### src/rtl/sparse_core_unit.sv
// 2:4 structured-sparse matrix-vector multiply-accumulate engine.
// Each row picks two activations by index, multiplies by its two weights and accumulates.
module sparse_core_unit #(
   parameter int NUM_ROWS = 4,
   parameter int VEC_LEN  = 4,
   parameter int DATA_W   = 8,
   parameter int IDX_W    = 2,
   parameter int ACC_W    = 20
) (
   input  logic                                              clk,
   input  logic                                              rst,
   input  logic                                              en,
   input  logic [NUM_ROWS-1:0][2*DATA_W+2*IDX_W-1:0]         w_rows,
   input  logic [VEC_LEN-1:0][DATA_W-1:0]                    act_vec,
   output logic [NUM_ROWS-1:0][ACC_W-1:0]                    psum_out
);

   localparam int PKT_W  = 2*DATA_W + 2*IDX_W;
   localparam int PROD_W = 2*DATA_W;
   localparam int SUM_W  = 2*DATA_W + 1;

   generate
      for (genvar gi = 0; gi < NUM_ROWS; gi++) begin : g_row
         logic [DATA_W-1:0] val_0;
         logic [DATA_W-1:0] val_1;
         logic [IDX_W-1:0]  idx_0;
         logic [IDX_W-1:0]  idx_1;
         logic [DATA_W-1:0] act_0;
         logic [DATA_W-1:0] act_1;
         logic [PROD_W-1:0] val_0_ext;
         logic [PROD_W-1:0] val_1_ext;
         logic [PROD_W-1:0] act_0_ext;
         logic [PROD_W-1:0] act_1_ext;
         logic [PROD_W-1:0] prod_0;
         logic [PROD_W-1:0] prod_1;
         logic [SUM_W-1:0]  term_sum;
         logic [ACC_W-1:0]  term_ext;
         logic [ACC_W-1:0]  acc_reg;
         logic [ACC_W-1:0]  acc_next;

         // Packet layout, MSB first: val_0, val_1, idx_0, idx_1.
         assign val_0 = w_rows[gi][PKT_W-1 -: DATA_W];
         assign val_1 = w_rows[gi][PKT_W-DATA_W-1 -: DATA_W];
         assign idx_0 = w_rows[gi][2*IDX_W-1 -: IDX_W];
         assign idx_1 = w_rows[gi][IDX_W-1:0];

         assign act_0 = act_vec[idx_0];
         assign act_1 = act_vec[idx_1];

         // Operands widened to the full product width so the low half is the exact signed product.
         assign val_0_ext = {{DATA_W{val_0[DATA_W-1]}}, val_0};
         assign val_1_ext = {{DATA_W{val_1[DATA_W-1]}}, val_1};
         assign act_0_ext = {{DATA_W{act_0[DATA_W-1]}}, act_0};
         assign act_1_ext = {{DATA_W{act_1[DATA_W-1]}}, act_1};

         assign prod_0 = val_0_ext * act_0_ext;
         assign prod_1 = val_1_ext * act_1_ext;

         assign term_sum = {prod_0[PROD_W-1], prod_0} + {prod_1[PROD_W-1], prod_1};
         assign term_ext = {{(ACC_W-SUM_W){term_sum[SUM_W-1]}}, term_sum};

         // Modulo-2^ACC_W wrap is intended; no saturation.
         assign acc_next = acc_reg + term_ext;

         always_ff @(posedge clk or posedge rst) begin
            if (rst) begin
               acc_reg <= '0;
            end else if (en) begin
               acc_reg <= acc_next;
            end
         end

         assign psum_out[gi] = acc_reg;
      end
   endgenerate

endmodule

### config.mk
export PLATFORM = sky130hd
export DESIGN_NAME = sparse_core_unit
export DESIGN_NICKNAME = d
export VERILOG_FILES = /design/src/rtl/sparse_core_unit.sv
export SDC_FILE = /design/constraint.sdc
export NUM_CORES = 2
export LEC_CHECK = 0
export BUFFER_PORTS_ARGS = -buffer_cell sky130_fd_sc_hd__buf_2
export CORE_UTILIZATION = 45
export DETAILED_ROUTE_END_ITERATION = 8
export GPL_TIMING_DRIVEN = 0
export PLACE_DENSITY = 0.65
export SKIP_LAST_GASP = 1
export SLEW_MARGIN = 20
export SYNTH_ARGS = -nofsm -noshare
export SYNTH_HDL_FRONTEND = slang
export SYNTH_SLANG_ARGS = --single-unit
### constraint.sdc
create_clock -name clk -period 3.3 [get_ports clk]
set_input_delay 0.495 -clock clk [delete_from_list [all_inputs] [get_ports clk]]
set_output_delay 0.495 -clock clk [all_outputs]
set_load 0.1 [all_outputs]
==> key figures <==
Run status
  – Status: complete, but fails checks
  – Failing checks: setup timing

Drt
  – Drt pass-1 iters: 8
  – Number of vias per cell: 5.29
  – Mean routed wirelength per cell: around 18 µm
  – Iter 0 DRT Violations: roughly 1400
  – DRC: 0
  – Via count: ~23000
  – Post-DRT Antenna Nets: 0
  – Routed wire length: around 80000 µm

GRT
  – Overall routing resource usage: 24.6%
  – Pin count of the biggest net entering global routing: 44
  – Grt total ovfl: 0
  – First-pass GRT wire length: roughly 130000 µm
  – Vias in the first global route: 24000
  – Initial antenna violation count: 9

Critical path
  – Kind of critical path: in -> reg
  – Crit path launch type: input pin
  – Crit path max fanout: 5
  – Reg2Reg Setup Slack: about 0.22 ns
  – Critical Path AT: approximately 7.7 ns
  – Worst setup EP type: flop
  – Critical Path RT: roughly 3.6 ns

Floorplanning
  – # IOs: around 200
  – Initial core utilization: a little under half
  – Core area: approximately 0.065 mm²
  – Row Count: 93
  – Die Height: between 200 and 300 µm
  – Die width: approximately 260 µm
  – Die ar.: 0.0670 mm²

Clock network
  – CTS Sinks: 80
  – Worst-path clk slew: 0.07 ns
  – H-Tree Level Count: 3
  – CTS Buf Count: 9
  – Root Buffer Master: clkbuf_16
  – Clk_lat worst skew: roughly 0.38 ns
  – CTS tree: yes
  – CTS max path bufs: 2

Synth
  – Async S/R FF share, synth: 100%
  – Post-synthesis instance area: roughly 0.03 mm²
  – Mean area per synthesized cell: around 9.7 µm²
  – Distinct cells, synth: 76
  – Yosys reg bits: 80
  – Ys flop type: dfrtp_1
  – Number of synthesized flops with an enable pin: 0
  – Yosys warnings: 0
  – Post-Syn Nets: just over 4000
  – Cell count after synthesis: 3070
  – Seq/Total Area, Yosys: 6.74%

Cells and area
  – Area Overhead vs Synth: 26.1%
  – Share of cells above drive strength 1: between 30% and 40%
  – Commonest non-fill, non-tap cells in the layout: 630 x inv_1, 544 x fa_1, 248 x and2_1
  – Final instance area: about 0.037 mm²
  – Number of flip-flops under the largest register name: 80
  – Commonest non-fill, non-tap cell in the layout: inv_1
  – Nets: between 4000 and 5000
  – # fillers: roughly 5500

Timing
  – Worst Max-Slew Pin Slew: ~1.2 ns
  – Min setup slack post-route: -4.10 ns
  – Final Cycle Share: 224%
  – Fin. max-slew vios: 0
  – Final setup viols: 74
  – Rel. slew slack: 19.4%
  – Final Hold Vio Count: 0
  – Period minus WS final: 7.40 ns
  – RSZ-0062 raised after global routing: true
  – Maximum clock rate: ~140 MHz
  – Clk_skew: 0.00635 ns

Job
  – Number of max-cap violations: 0

Placement
  – Routability congestion estimate: approximately 0.9
  – PortBufs: ~180
  – Placed Instance Area: between 0.03 and 0.04 mm²
  – Dpl hpwl: roughly 64000 µm
  – Dpl ws: -4.89 ns

Min path
  – Type of the worst min-delay path: in -> async
## critical path, cell delays in order
cell and delay, ns:
clkbuf_16 0.12, mux4_2 0.59, and2_4 0.19, fa_1 0.55, inv_2 0.04, fa_1 0.52, inv_1 0.05, fa_1 0.49
fa_1 0.45, fa_1 0.51, inv_1 0.05, fa_1 0.50, inv_2 0.05, ha_4 0.21, o21a_1 0.11, o31a_1 0.14
o41a_1 0.50, a21o_2 0.23, xor2_1 0.14, ha_1 0.28, a21o_1 0.19, a21oi_2 0.15, nor3b_4 0.24, a21oi_2 0.08
nand3b_1 0.21, a41oi_2 0.19, mux2i_1 0.25, xor2_1 0.17
## worst paths after layout
check                                     startpoint              endpoint  cells past startpoint
max in group asynchronous                        rst   g_row[1].acc_reg[8]                      3
min in group clk                g_row[0].acc_reg[19]  g_row[0].acc_reg[19]                      1
worst max register to register   g_row[1].acc_reg[0]  g_row[1].acc_reg[18]                     10
worst min-delay path                             rst   g_row[2].acc_reg[4]                      2
worst max-delay path                       w_rows[2]  g_row[0].acc_reg[19]                     28
worst min register to register  g_row[0].acc_reg[19]  g_row[0].acc_reg[19]                      1
## synthesized netlist by cell type (17+ instances only)
cell,count,area (µm²)
mux4_2,56,1260
xnor2_1,103,902
or2_2,17,106
nor3_1,36,180
ha_1,292,3650
o21ai_0,39,195
o21bai_1,19,143
fa_1,576,11500
a21oi_1,79,395
a211oi_1,22,165
and2_1,307,1920
nor2_1,126,473
inv_1,674,2530
nand2_1,222,833
clkbuf_1,31,116
a21o_1,33,248
dfrtp_1,80,2000
nand3_1,29,145
xor2_1,25,219
mux2_2,60,676
## what timing repair did
item	in CTS	in global routing
cloned	4	0
pin swaps	161	190
resized for setup	273	250
hold buffers	0	0
setup endpoints to repair	72	72
setup buffers	134	86
## per-stage QoR
step                      std cells  hold slack, ns  utilization (%)  setup TNS [ns]
after floorplan                3070           0.664                -         -211.46
after global placement         4102           0.467             50.9         -309.74
after detailed placement       4103           0.464             50.9         -250.66
after CTS                      4255           0.125             55.0         -206.51
after global routing           4329           0.151             57.7         -227.27
final                          4333           0.126             57.7         -214.05
## per-layer routing
metal	up-vias	GRT usage (%)	share of wire (%)	wire length (µm)
li1	10500	-	-	-
met1	11600	32.5	41	33100
met2	655	40.0	48	38800
met3	120	6.33	7.8	6240
met4	14	6.25	2.3	1880
met5	-	0.641	0.19	149
## layout make-up
| cell class | count | area (µm²) | area share (%) |
|---|---|---|---|
| antenna | 5 | 12.5 | 0.0334 |
| buffer | 35 | 320 | 0.856 |
| clock buffer | 11 | 253 | 0.675 |
| clock inverter | 5 | 55.1 | 0.147 |
| inverter | 674 | 2530 | 6.77 |
| multi-input combinational | 2280 | 28200 | 75.3 |
| sequential | 80 | 2000 | 5.35 |
| tap | 855 | 1070 | 2.86 |
| timing repair buffer | 388 | 3000 | 8.02 |
## cells by family after synthesis
group	count (synthesis)	share of synthesized area (%)
buf+inv	710	8.98
xor+xnor	136	4.38
mux	125	6.83
compound gates	328	7.60
fa+ha+maj	868	51.2
flops	80	6.74
simple gates	823	14.3
Power is left out: the tool's default activity adds up to more than one toggle a clock period on the data nets, which glitch-free logic cannot reach.
